**src/rtl/ps2_key_ctrl.sv**
```systemverilog
// PS/2 key sequencer: decodes key words into maze move/action commands,
// suppresses typematic repeats, tracks held direction keys and queues
// commands in a small FIFO drained through a valid/ack handshake.
module ps2_key_ctrl #(
  parameter int FIFO_AW         = 2,
  parameter bit SUPPRESS_REPEAT = 1'b1
) (
  input  logic               clk,
  input  logic               rst,
  input  logic [9:0]         key_code,
  input  logic               key_ready_n,
  output logic               cmd_valid,
  output logic [2:0]         cmd,
  input  logic               cmd_ack,
  output logic [3:0]         held,
  output logic [FIFO_AW:0]   fifo_count,
  output logic               overflow,
  input  logic               ovf_clr
);

  localparam int DEPTH = 1 << FIFO_AW;
  localparam logic [FIFO_AW:0]   DEPTH_C   = (FIFO_AW + 1)'(DEPTH);
  localparam logic [FIFO_AW:0]   CNT_ONE   = (FIFO_AW + 1)'(1);
  localparam logic [FIFO_AW-1:0] PTR_ONE   = FIFO_AW'(1);

  // Key identity; the command code is key_id + 1.
  typedef enum logic [2:0] {
    K_UP    = 3'd0,
    K_DOWN  = 3'd1,
    K_LEFT  = 3'd2,
    K_RIGHT = 3'd3,
    K_ENTER = 3'd4,
    K_ESC   = 3'd5
  } key_id_e;

  logic       w_expand;
  logic       w_break;
  logic [7:0] w_scan;
  assign w_expand = key_code[9];
  assign w_break  = key_code[8];
  assign w_scan   = key_code[7:0];

  // ---------------------------------------------------------------------
  // Strobe edge detect: a low level of any length is a single event.
  // ---------------------------------------------------------------------
  logic r_ready_n_d;
  logic w_strobe;
  assign w_strobe = ~key_ready_n & r_ready_n_d;

  // Remember the previous strobe level for falling-edge detection.
  always_ff @(posedge clk or posedge rst) begin
    // NOTE: state registers use non-blocking assignment so every flop
    // samples pre-edge values regardless of block evaluation order.
    if (rst) r_ready_n_d <= 1'b1;
    else     r_ready_n_d <= key_ready_n;
  end

  // ---------------------------------------------------------------------
  // Key map: expand bit must match the table exactly.
  // ---------------------------------------------------------------------
  logic    w_map_hit;
  key_id_e w_map_key;

  // Translate the scan code into a key identity, or flag it unmapped.
  always_comb begin
    // NOTE: defaults first so every path assigns every output; without
    // them an unmatched case would hold its value and infer a latch.
    w_map_hit = 1'b0;
    w_map_key = K_UP;
    if (w_expand) begin
      unique case (w_scan)
        8'h75:   begin w_map_hit = 1'b1; w_map_key = K_UP;    end
        8'h72:   begin w_map_hit = 1'b1; w_map_key = K_DOWN;  end
        8'h6B:   begin w_map_hit = 1'b1; w_map_key = K_LEFT;  end
        8'h74:   begin w_map_hit = 1'b1; w_map_key = K_RIGHT; end
        default: ;
      endcase
    end else begin
      unique case (w_scan)
        8'h1D:   begin w_map_hit = 1'b1; w_map_key = K_UP;    end
        8'h1B:   begin w_map_hit = 1'b1; w_map_key = K_DOWN;  end
        8'h1C:   begin w_map_hit = 1'b1; w_map_key = K_LEFT;  end
        8'h23:   begin w_map_hit = 1'b1; w_map_key = K_RIGHT; end
        8'h5A:   begin w_map_hit = 1'b1; w_map_key = K_ENTER; end
        8'h76:   begin w_map_hit = 1'b1; w_map_key = K_ESC;   end
        default: ;
      endcase
    end
  end

  // ---------------------------------------------------------------------
  // Stage 1: register the decoded event on the capture cycle.
  // ---------------------------------------------------------------------
  logic    r_s1_valid;
  logic    r_s1_brk;
  key_id_e r_s1_key;

  // Capture one decoded event per strobe; unmapped codes never enter.
  always_ff @(posedge clk or posedge rst) begin
    if (rst) begin
      r_s1_valid <= 1'b0;
      r_s1_brk   <= 1'b0;
      r_s1_key   <= K_UP;
    end else begin
      r_s1_valid <= w_strobe & w_map_hit;
      r_s1_brk   <= w_break;
      r_s1_key   <= w_map_key;
    end
  end

  // ---------------------------------------------------------------------
  // Stage 2: held-key tracking and command generation.
  // Bits [3:0] are directions (visible), [5:4] ENTER/ESC (internal).
  // ---------------------------------------------------------------------
  logic [5:0] r_held;
  logic       w_was_held;
  logic       w_push;
  logic [2:0] w_cmd_in;

  assign w_was_held = r_held[r_s1_key];
  assign w_push     = r_s1_valid & ~r_s1_brk & ~(SUPPRESS_REPEAT & w_was_held);
  assign w_cmd_in   = 3'(r_s1_key) + 3'd1;
  assign held       = r_held[3:0];

  // Make sets and break clears the key's held bit, even if its command is dropped.
  always_ff @(posedge clk or posedge rst) begin
    if (rst) begin
      r_held <= '0;
    end else if (r_s1_valid) begin
      r_held[r_s1_key] <= ~r_s1_brk;
    end
  end

  // ---------------------------------------------------------------------
  // Command FIFO: circular buffer with occupancy counter.
  // ---------------------------------------------------------------------
  logic [2:0]         r_mem [DEPTH];
  logic [FIFO_AW-1:0] r_wr_ptr;
  logic [FIFO_AW-1:0] r_rd_ptr;
  logic [FIFO_AW:0]   r_count;
  logic               r_overflow;
  logic               w_full;
  logic               w_pop;
  logic               w_push_ok;

  assign w_full     = (r_count == DEPTH_C);
  assign cmd_valid  = (r_count != '0);
  assign w_pop      = cmd_valid & cmd_ack;
  // When full, a simultaneous pop frees the slot the push lands in.
  assign w_push_ok  = w_push & (~w_full | w_pop);
  assign cmd        = cmd_valid ? r_mem[r_rd_ptr] : 3'd0;
  assign fifo_count = r_count;
  assign overflow   = r_overflow;

  // Write storage for accepted commands.
  always_ff @(posedge clk) begin
    // NOTE: storage is deliberately not reset; the pointers and counter
    // are, so stale entries are never presented after reset.
    if (w_push_ok) r_mem[r_wr_ptr] <= w_cmd_in;
  end

  // Advance pointers and occupancy on accepted pushes and pops.
  always_ff @(posedge clk or posedge rst) begin
    if (rst) begin
      r_wr_ptr <= '0;
      r_rd_ptr <= '0;
      r_count  <= '0;
    end else begin
      if (w_push_ok) r_wr_ptr <= r_wr_ptr + PTR_ONE;
      if (w_pop)     r_rd_ptr <= r_rd_ptr + PTR_ONE;
      unique case ({w_push_ok, w_pop})
        2'b10:   r_count <= r_count + CNT_ONE;
        2'b01:   r_count <= r_count - CNT_ONE;
        default: r_count <= r_count;
      endcase
    end
  end

  // Sticky overflow: a dropped push wins over a same-cycle clear.
  always_ff @(posedge clk or posedge rst) begin
    if (rst)                         r_overflow <= 1'b0;
    else if (w_push & w_full & ~w_pop) r_overflow <= 1'b1;
    else if (ovf_clr)                r_overflow <= 1'b0;
  end

endmodule

```
**config.mk**
```make
export PLATFORM = sky130hd
export DESIGN_NAME = ps2_key_ctrl
export DESIGN_NICKNAME = d
export VERILOG_FILES = /design/src/rtl/ps2_key_ctrl.sv
export SDC_FILE = /design/constraint.sdc
export NUM_CORES = 1
export LEC_CHECK = 0
export ABC_CLOCK_PERIOD_IN_PS = 3750
export CORE_ASPECT_RATIO = 0.5
export CORE_MARGIN = 2
export CORE_UTILIZATION = 35
export CTS_CLUSTER_SIZE = 14
export DETAILED_ROUTE_END_ITERATION = 8
export SYNTH_ARGS = -nofsm -noshare
export SYNTH_HDL_FRONTEND = slang
export SYNTH_SLANG_ARGS = --single-unit
export TNS_END_PERCENT = 20
```
**constraint.sdc**
```tcl
create_clock -name clk -period 3.75 [get_ports clk]
set_input_delay 0.5625 -clock clk [delete_from_list [all_inputs] [get_ports clk]]
set_output_delay 0.5625 -clock clk [all_outputs]
set_load 0.05 [all_outputs]
```
==> results_dict.tcl, run 1 <==
set metrics [dict create \
    wl_per_cell_um 13.1 \
    drive_above_1_share_pct 12.6 \
    yosysSeqAreaShare_pct 47.1 \
    rows 18 \
    timing.hold.ws_ns 0.502 \
    htree_levels 2 \
    post-route-cell-area_um2 2210 \
    grt_max_degree 21 \
    max_clock_freq_ghz 0.366 \
    synthCells 168 \
    synth_area_um2 1830 \
    period_share_pct 72.9 \
    numPortBuffers 26 \
    power_density_nw_per_um2 606 \
    cts_root_buf "clkbuf_8" \
    die_h_um 55.1 \
    clk_pin_slew_worst_paths_ns 0.07 \
    clock_path_buffers 2 \
    grt_util_met2_pct 22.8 \
    synthTopCellsByArea "dfrtp_1 26%, edfxtp_1 20%, mux4_2 3.7%" \
    insertion_delay_ns 0.28 \
    dieWidth_um 106 \
    io_pins 27 \
    synth_edf_count 12 \
    place_area_um2 2100 \
    grt_overflow 0 \
    yosysUniqueCellTypes 51 \
    worstPathRequired_ns 3.19 \
    final_antenna_net_count 0 \
    dieArea_um2 5860 \
    use_met3_pct 3.63 \
    maxSlewHeadroom_pct 48.0 \
    synth-seq-cells 32 \
    antenna_found_initial 0 \
    drv_cap 0 \
    area_growth_pct 20.9 \
    grt_first_pass_wirelength_mm 5.64 \
    start_util_pct 36.8 \
    syn_avg_cell_area_um2 10.9 \
    cts_sinks 32 \
    drt-initial-drc-count 27 \
    first_pass_iters 4 \
    grtUsageTotal_pct 12.7 \
    max_stage_delay_ns 0.70 \
    wl_mm 3.42 \
    final_nets 211 \
    path_class "reg2out" \
    crit_chain "mux4_2 > and2_1 > clkdlybuf4s50_1" \
    via_per_inst 4.99 \
    hold_buffers 0 \
    setup_viol 0 \
    leakage_nw 0.829 \
    gp_congestion 0.857 \
    async_flop_share_pct 62.5 \
    diodes 0 \
    finClkSkew_ns 0.00788 \
    grt.busiest_layer "met2" \
    yosys_warnings 0 \
    finalWorstSetupSlack_ns 1.01 \
    maxSlewViolCount 0 \
    syn_nets 189 \
    slowest_stage "clkdlybuf4s50_1" \
    fin_setup_tns_ns 0 \
    place_ws_ns 1.12 \
    rsz0062_at_grt "no" \
    endpoint_kind "output pin" \
    vias 1303 \
    cts_resized 0 \
    hp-class "reg2reg" \
    crit_arrival_ns 2.17 \
    period_needed_ns 2.74 \
    netlist.area_leader.share_pct 26.0 \
    power_w 0.00134 \
    tritoncts "yes" \
    drc 0 \
    cts_setup_buffers 0 \
    dp.final_hpwl_mm 2.54 \
    grt_pass1_vias 1223 \
    vdd_drop_max_uv 244 \
    synthFlopType "dfrtp_1" \
    status "complete, no violations" \
    hold_violations 0 \
    worstMarginPinSlew_ns 0.779 \
    synth_area_leader_cell "dfrtp_1" \
    crit_fanout 5 \
    crit_path_start_kind "flip-flop" \
    fillers 461 \
    design.core.area_um2 4980 \
    grt_use_met1_pct 15.5 \
    numCtsBuffers 5 \
    reg2reg_slack_ns 1.17 \
]
-- critical path: cells and delay by family (launching register included) --
kind	cells	cell delay, ns
buffers and inverters	1	0.70
flip-flops	1	0.50
multiplexers	1	0.53
AND/OR/NAND/NOR	1	0.16
-- path summary, 6_finish.rpt --
kind,from,endpoint,depth (start not counted)
setup / recovery,r_rd_ptr[0]$_DFFE_PP0N_,cmd[1],3
setup reg to reg,r_s1_key[0]$_DFF_PP0_,fifo_count[1]$_DFFE_PP0P_,8
max in group asynchronous,rst,r_held[3]$_DFFE_PP0P_,2
hold reg to reg,r_held[5]$_DFFE_PP0P_,r_held[5]$_DFFE_PP0P_,2
hold / removal,r_held[5]$_DFFE_PP0P_,r_held[5]$_DFFE_PP0P_,2
min in group asynchronous,rst,fifo_count[2]$_DFFE_PP0P_,2
-- cell usage after synthesis (2+ instances only) --
cell      instances
mux2i_1           5
and3_1            2
a31oi_1           3
edfxtp_1         12
ha_1              5
nand2b_1          5
or3_1             2
buf_6             2
xor2_1            2
clkbuf_1          4
a21oi_1           5
dfrtp_1          19
nor4_1            2
nor3_1            2
and2_1            3
or2_2             4
nand2_1          10
nand4_1           5
nor2_1           10
o21ai_0           6
xnor2_1           5
nand3_1           2
nor4b_1           2
nand3b_1          4
a211oi_1          3
and3_2            4
nand4b_1          2
buf_4             4
mux4_2            3
inv_1            10
-- final cells by class --
cell class / instances / area [µm²] / share of cell area [%]
flip-flops and latches: 32 / 862 / 39.0
multi-input cells: 115 / 857 / 38.7
inverters: 10 / 37.5 / 1.70
well taps: 70 / 87.6 / 3.96
clock inverters: 2 / 35.0 / 1.58
repair buffers: 26 / 260 / 11.8
clock buffers: 6 / 72.6 / 3.28
-- placed cells by master (no fill, tap or decap), types with 2 or more instances in the layout --
cell type and instances:
a31oi_1 3, or3_1 2, dfrtp_1 19, xor2_1 2, xnor2_1 5, inv_1 10
a211oi_1 3, nand2b_1 5, nor2_1 10, o21ai_0 6, or2_2 4, and3_2 4
nand3b_1 4, and2_1 3, a21oi_1 5, nor3_1 2, clkbuf_8 5, and3_1 2
nand4b_1 2, nand3_1 2, mux4_2 3, edfxtp_1 12, ha_1 5, nand4_1 5
mux2i_1 5, nor4_1 2, nand2_1 10, clkdlybuf4s50_1 26, nor4b_1 2
-- power breakdown --
group	switching [W]	total, W	internal (W)
sequential	0.0000719	0.000481	0.000410
clock	0.000123	0.000320	0.000197
combinational	0.000310	0.000540	0.000230
total	0.000505	0.00134	0.000837
-- logic make-up (layout without fill, tap and decap cells) --
group	Yosys count	in the layout	synth area share, %
mux	9	9	7.25
simple gates	67	67	21.8
buf+inv	21	44	6.02
xor+xnor	7	7	3.35
fa+ha+maj	6	6	4.51
compound gates	26	26	9.92
flops	32	32	47.1
-- metrics by stage --
stage | cells | util [%]
after floorplan | 168 | -
after global placement | 253 | 42.3
after detailed placement | 253 | 42.3
after CTS | 261 | 44.4
after global routing | 261 | 44.4
final | 261 | 44.4
-- metal layers --
layer,vias to the layer above,wire (µm)
li1,650,-
met1,622,1640
met2,26,1610
met3,5,138
met4,0,41
met5,-,0
-- registers in the layout, indices dropped and copies added (netlist names) --
signal       flops
r_held           6
fifo_count       3
r_s1_brk         1
overflow         1
r_rd_ptr         2
r_mem           12
r_s1_key         3
r_s1_valid       1
r_ready_n_d      1
r_wr_ptr         2
No activity file was read; power rests on OpenSTA's default activity.
==> inputs of run 2 (changes only) <==
ABC_CLOCK_PERIOD_IN_PS = 2600   (was 3750)
clock period = 2.6 ns   (was 3.75 ns; I/O delays follow)
==> run 2 against run 1 <==
Compared with the run above: hold slack got worse by 0.013 ns; power increased by 46%; non-clock buffer count increased by 4; via count increased by 3.1%; core utilization increased by 0.93 points; die area unchanged; clock-buffer cell count unchanged; design area increased by 2.1%; critical path depth decreased by 1; critical path type unchanged; highest routed layer unchanged; sequential share of layout area decreased by 0.80 points; combinational power increased by 48%; cell count increased by 1.5%.
==> results_dict.tcl, run 2 (same netlist as run 1, synthesis figures left out) <==
set metrics [dict create \
    startpoint "fifo_count[1]$_DFFE_PP0P_" \
    pwr-share-clk_pct 24.7 \
    pwr-share-seq_pct 34.7 \
    start_util_pct 36.8 \
    timing.hold.ws_ns 0.489 \
    rsz0062_at_grt "no" \
    diodes 0 \
    hold_violations 0 \
    numCtsBuffers 5 \
    drv_cap 0 \
    fin_setup_tns_ns 0 \
    first_pass_iters 4 \
    dieWidth_um 106 \
    clock_path_buffers 2 \
    cts_sinks 32 \
    regMostFlops "r_mem" \
    maxSlewHeadroom_pct 46.7 \
    period_share_pct 91.6 \
    hp-class "reg2reg" \
    numPortBuffers 26 \
    maxSlewViolCount 0 \
    grt_first_pass_wirelength_mm 5.86 \
    gp_congestion 0.844 \
    worstPathRequired_ns 2.21 \
    drive_above_1_share_pct 14.4 \
    rr_worst_depth 7 \
    rows 18 \
    holdPathStages 2 \
    worstHoldStart "r_held[5]$_DFFE_PP0P_" \
    power_density_nw_per_um2 869 \
    layout_common_cells "23 x clkdlybuf4s50_1, 19 x dfrtp_1, 12 x edfxtp_1" \
    rr_endpoint "fifo_count[1]$_DFFE_PP0P_" \
    leakage_nw 0.880 \
    clk_pin_slew_worst_paths_ns 0.07 \
    crit_path_start_kind "flip-flop" \
    grt_overflow 0 \
    status "complete, no violations" \
    crit_chain "or3_1 > clkdlybuf4s50_1" \
    drt-initial-drc-count 61 \
    hold_buffers 0 \
    area_growth_pct 23.5 \
    combPwrFrac_pct 40.6 \
    period_needed_ns 2.38 \
    vdd_drop_max_uv 372 \
    wl_mm 3.38 \
    htree_levels 2 \
    wl_per_cell_um 12.7 \
    worst_hold_path.endpoint "r_held[5]$_DFFE_PP0P_" \
    fillers 465 \
    cts_root_buf "clkbuf_8" \
    final_antenna_net_count 0 \
    grt_max_degree 21 \
    grt_pass1_vias 1263 \
    crit_arrival_ns 1.99 \
    cp_top_family "buffers and inverters" \
    cp_num_buf_inv 1 \
    crit_fanout 8 \
    final_common_cell "clkdlybuf4s50_1" \
    via_per_inst 5.07 \
    path_class "reg2out" \
    internal-power_w 0.00124 \
    max_clock_freq_ghz 0.420 \
    wl_met2_mm 1.57 \
    dp.final_hpwl_mm 2.57 \
    tritoncts "yes" \
    design.core.area_um2 4980 \
    max_stage_delay_ns 0.74 \
    top_regs "r_mem (12), r_held (6)" \
    grtUsageTotal_pct 13.3 \
    finClkSkew_ns 0.00739 \
    setup_viol 0 \
    worstMarginPinSlew_ns 0.798 \
    die_h_um 55.1 \
    final_nets 215 \
    reg2reg_slack_ns 0.29 \
    route.met3.wl_um 139 \
    drc 0 \
    wl_met1_mm 1.61 \
    p_switching_w 0.000723 \
    timing.rr.start "fifo_count[1]$_DFFE_PP0P_" \
    antenna_found_initial 0 \
    insertion_delay_ns 0.28 \
    vias 1344 \
    dieArea_um2 5860 \
    swShare_pct 36.9 \
    io_pins 27 \
    largest_reg_flops 12 \
    endpoint_kind "output pin" \
    highest_layer "met4" \
    slowest_stage "clkdlybuf4s50_1" \
]
-- run 2: area by class of cell --
type | count | area [µm²] | area share [%]
clock buffer | 6 | 82.6 | 3.66
clock inverter | 2 | 33.8 | 1.50
inverter | 10 | 37.5 | 1.66
multi-input combinational | 115 | 857 | 38.0
sequential | 32 | 862 | 38.2
tap | 70 | 87.6 | 3.88
timing repair buffer | 30 | 298 | 13.2
-- run 2: tightest hold or removal path: cells and delay by family, from the launching register on --
kind | cells | cell delay (ns)
AOI/OAI and AO/OA | 1 | 0.06
DFF | 1 | 0.34
and+or+nand+nor | 1 | 0.05
-- run 2: metal layers --
metal / GRT usage (%) / vias up
li1: - / 663
met1: 16.0 / 648
met2: 23.5 / 25
met3: 3.51 / 8
met4: 5.92 / 0
met5: 0 / -
-- run 2: per-stage QoR --
step	util [%]	total power (W)	setup slack, ns	area [µm²]	cells
after floorplan	-	0.00128	0.0596	1830	168
after global placement	42.9	0.00148	0.294	2130	257
after detailed placement	42.9	0.00150	0.277	2130	257
after CTS	45.2	0.00199	0.0323	2250	265
after global routing	45.4	0.00209	0.124	2260	265
final	45.4	0.00196	0.217	2260	265
-- run 2: repair_timing --
| action | in CTS | in global routing |
|---|---|---|
| endpoints found under the setup margin | 0 | 3 |
| buffers inserted | 0 | 0 |
| gates resized for setup | 0 | 3 |
-- run 2: power groups by stage --
stage / registers (W) / clock network, W / logic, W
finish: 0.000680 / 0.000485 / 0.000797
global route: 0.000703 / 0.000517 / 0.000869
CTS: 0.000682 / 0.000500 / 0.000810
detailed placement: 0.000692 / 0 / 0.000808
global placement: 0.000689 / 0 / 0.000796
floorplan: 0.000742 / 0 / 0.000534
-- run 2: how the worst max path moves through the flow --
stage,endpoint,slack [ns],cells past startpoint
floorplan,fifo_count[1]$_DFFE_PP0P_,0.06,8
global placement,fifo_count[1]$_DFFE_PP0P_,0.29,7
detailed placement,fifo_count[1]$_DFFE_PP0P_,0.28,7
CTS,cmd[1],0.03,3
global route,cmd_valid,0.12,2
finish,cmd_valid,0.22,2
==> inputs of run 3 (changes only) <==
ABC_AREA = 1   (was unset)
TNS_END_PERCENT = 5   (was 20)
==> run 3 against run 2 <==
Compared with the run above: register-to-register slack improved by 0.32 ns; non-clock buffer count decreased by 4; power decreased by 1.0%; sequential share of layout area increased by 1.4 points; via count increased by 0.15%; fmax decreased by 0.39%.
==> results_dict.tcl, run 3 <==
set metrics [dict create \
    max_stage_delay_ns 0.82 \
    rsz0062_at_grt "no" \
    leakage_nw 0.979 \
    final_antenna_net_count 0 \
    crit_chain "nor2_2 > nand2_1 > inv_1 > a21oi_1 > clkdlybuf4s50_1" \
    vias 1346 \
    pwr-share-clk_pct 19.0 \
    synthTopCellsByArea "dfrtp_1 27%, edfxtp_1 20%, nor2_1 7.6%" \
    via_per_inst 4.40 \
    hold_violations 0 \
    grt_max_degree 21 \
    rows 18 \
    syn_avg_cell_area_um2 8.61 \
    drv_cap 0 \
    place_ws_ns 0.500 \
    hp-class "in2reg" \
    rr_endpoint "fifo_count[2]$_DFFE_PP0P_" \
    area_growth_pct 22.2 \
    cts_setup_buffers 0 \
    pwr-share-seq_pct 35.7 \
    numPortBuffers 26 \
    regArea_um2 862 \
    worstPathRequired_ns 2.21 \
    swShare_pct 43.5 \
    hold_buffers 0 \
    fin_setup_tns_ns 0 \
    netlist.area_leader.share_pct 26.7 \
    layout_common_cells "36 x nor2_1, 31 x inv_1, 27 x nand2_1" \
    grt_first_pass_wirelength_mm 5.44 \
    wl_mm 3.19 \
    crit_arrival_ns 2.00 \
    maxSlewHeadroom_pct 48.2 \
    die_h_um 54.5 \
    use_met3_pct 2.62 \
    slowest_stage "clkdlybuf4s50_1" \
    startpoint "fifo_count[0]$_DFFE_PP0P_" \
    period_needed_ns 2.39 \
    htree_levels 2 \
    max_clock_freq_ghz 0.418 \
    tritoncts "yes" \
    cts_root_buf "clkbuf_8" \
    path_class "reg2out" \
    maxSlewViolCount 0 \
    synth_most_common_cell "nor2_1" \
    place_area_um2 2100 \
    final_nets 256 \
    reg2reg_slack_ns 0.61 \
    combPwrFrac_pct 45.3 \
    vdd_drop_max_uv 511 \
    io_pins 27 \
    crit_fanout 4 \
    grt_util_met2_pct 21.5 \
    timing.rr.start "r_s1_key[0]$_DFF_PP0_" \
    synth_area_leader_cell "dfrtp_1" \
    async_flop_share_pct 62.5 \
    power_density_nw_per_um2 891 \
    yosysSeqAreaShare_pct 48.4 \
    design.core.area_um2 4910 \
    worstMarginPinSlew_ns 0.776 \
    fillers 500 \
    yosysUniqueCellTypes 28 \
    regMostFlops "r_mem" \
    start_util_pct 36.3 \
    multiInputGateArea_um2 759 \
    endpoint "cmd[1]" \
    period_share_pct 92.0 \
    grt_overflow 0 \
    internal-power_w 0.00110 \
    drt-initial-drc-count 65 \
    drive_above_1_share_pct 12.3 \
    synthCells 207 \
    yosys_warnings 0 \
    endpoint_kind "output pin" \
    synth_edf_count 12 \
    syn_nets 228 \
    cts_sinks 32 \
    drc 0 \
    post-route-cell-area_um2 2180 \
    first_pass_iters 4 \
    synth_common_cells "36 x nor2_1, 31 x inv_1, 27 x nand2_1, 19 x dfrtp_1, 12 x edfxtp_1" \
    diodes 0 \
    largest_reg_flops 12 \
    wl_per_cell_um 10.4 \
    insertion_delay_ns 0.28 \
    crit_path_start_kind "flip-flop" \
    antenna_found_initial 0 \
    synth_area_um2 1780 \
    final_common_cell "nor2_1" \
    grt_use_met1_pct 15.1 \
    finClkSkew_ns 0.00479 \
    top_regs "r_mem (12), r_held (6)" \
    dieWidth_um 105 \
    p_switching_w 0.000845 \
    grtUsageTotal_pct 12.4 \
    cts_resized 0 \
    numCtsBuffers 5 \
    grt.busiest_layer "met2" \
    synthFlopType "dfrtp_1" \
    clk_pin_slew_worst_paths_ns 0.07 \
    status "complete, no violations" \
    dp.final_hpwl_mm 2.50 \
    gp_congestion 0.913 \
    rr_worst_depth 14 \
    grt_pass1_vias 1247 \
    clock_path_buffers 2 \
    setup_viol 0 \
    dieArea_um2 5720 \
    finalWorstSetupSlack_ns 0.208 \
    synth-seq-cells 32 \
]
## run 3: how the worst min path moves through the flow
stage,end,slack [ns],cells after the start,start
CTS,r_ready_n_d$_DFF_PP1_,0.53,1,key_ready_n
finish,r_ready_n_d$_DFF_PP1_,0.54,1,key_ready_n
global placement,r_held[4]$_DFFE_PP0P_,0.53,2,r_held[4]$_DFFE_PP0P_
detailed placement,r_held[0]$_DFFE_PP0P_,0.53,2,r_held[0]$_DFFE_PP0P_
global route,r_s1_brk$_DFF_PP0_,0.54,1,key_code[8]
floorplan,fifo_count[0]$_DFFE_PP0P_,0.35,1,rst
## run 3: critical path, delay by kind of cell, from the launching register on
family / cells / cell delay, ns
AOI/OAI and AO/OA: 1 / 0.13
buffers and inverters: 2 / 0.91
DFF: 1 / 0.47
and+or+nand+nor: 2 / 0.21
## run 3: power groups by stage
stage          combinational, W  sequential [W]  clock [W]
2_1_floorplan          0.000585        0.000762          0
3_5_place_dp           0.000884        0.000705          0
5_1_grt                0.000963        0.000712   0.000399
4_1_cts                0.000888        0.000695   0.000378
6_report               0.000880        0.000693   0.000368
3_3_place_gp           0.000872        0.000702          0
## run 3: cell families after synthesis
kind of cell	share of synthesized area, %
simple gates	27.2
buf+inv	9.05
flops	48.4
compound gates	8.42
fa+ha+maj	4.63
xor+xnor	2.39
## run 3: layer usage
metal  share of wire [%]  up-vias
met5                   0        -
met4                 1.9        0
met1                  48      603
met3                 3.6        5
met2                  46       25
li1                    -      713
## run 3: stage by stage
| stage | hold WS [ns] | utilization [%] | power [W] | std cells |
|---|---|---|---|---|
| floorplan | 0.353 | - | 0.00135 | 207 |
| CTS | 0.533 | 44.4 | 0.00196 | 306 |
| global placement | 0.529 | 42.7 | 0.00157 | 298 |
| finish | 0.537 | 44.4 | 0.00194 | 306 |
| detailed placement | 0.533 | 42.7 | 0.00159 | 298 |
| global route | 0.541 | 44.4 | 0.00207 | 306 |
## run 3: area by class of cell
class,count,area share [%]
Timing Repair Buffer,26,11.9
Clock buffer,7,3.50
Multi-Input combinational cell,136,34.9
Inverter,34,5.86
Sequential cell,32,39.6
Clock inverter,1,0.230
Tap cell,70,4.02
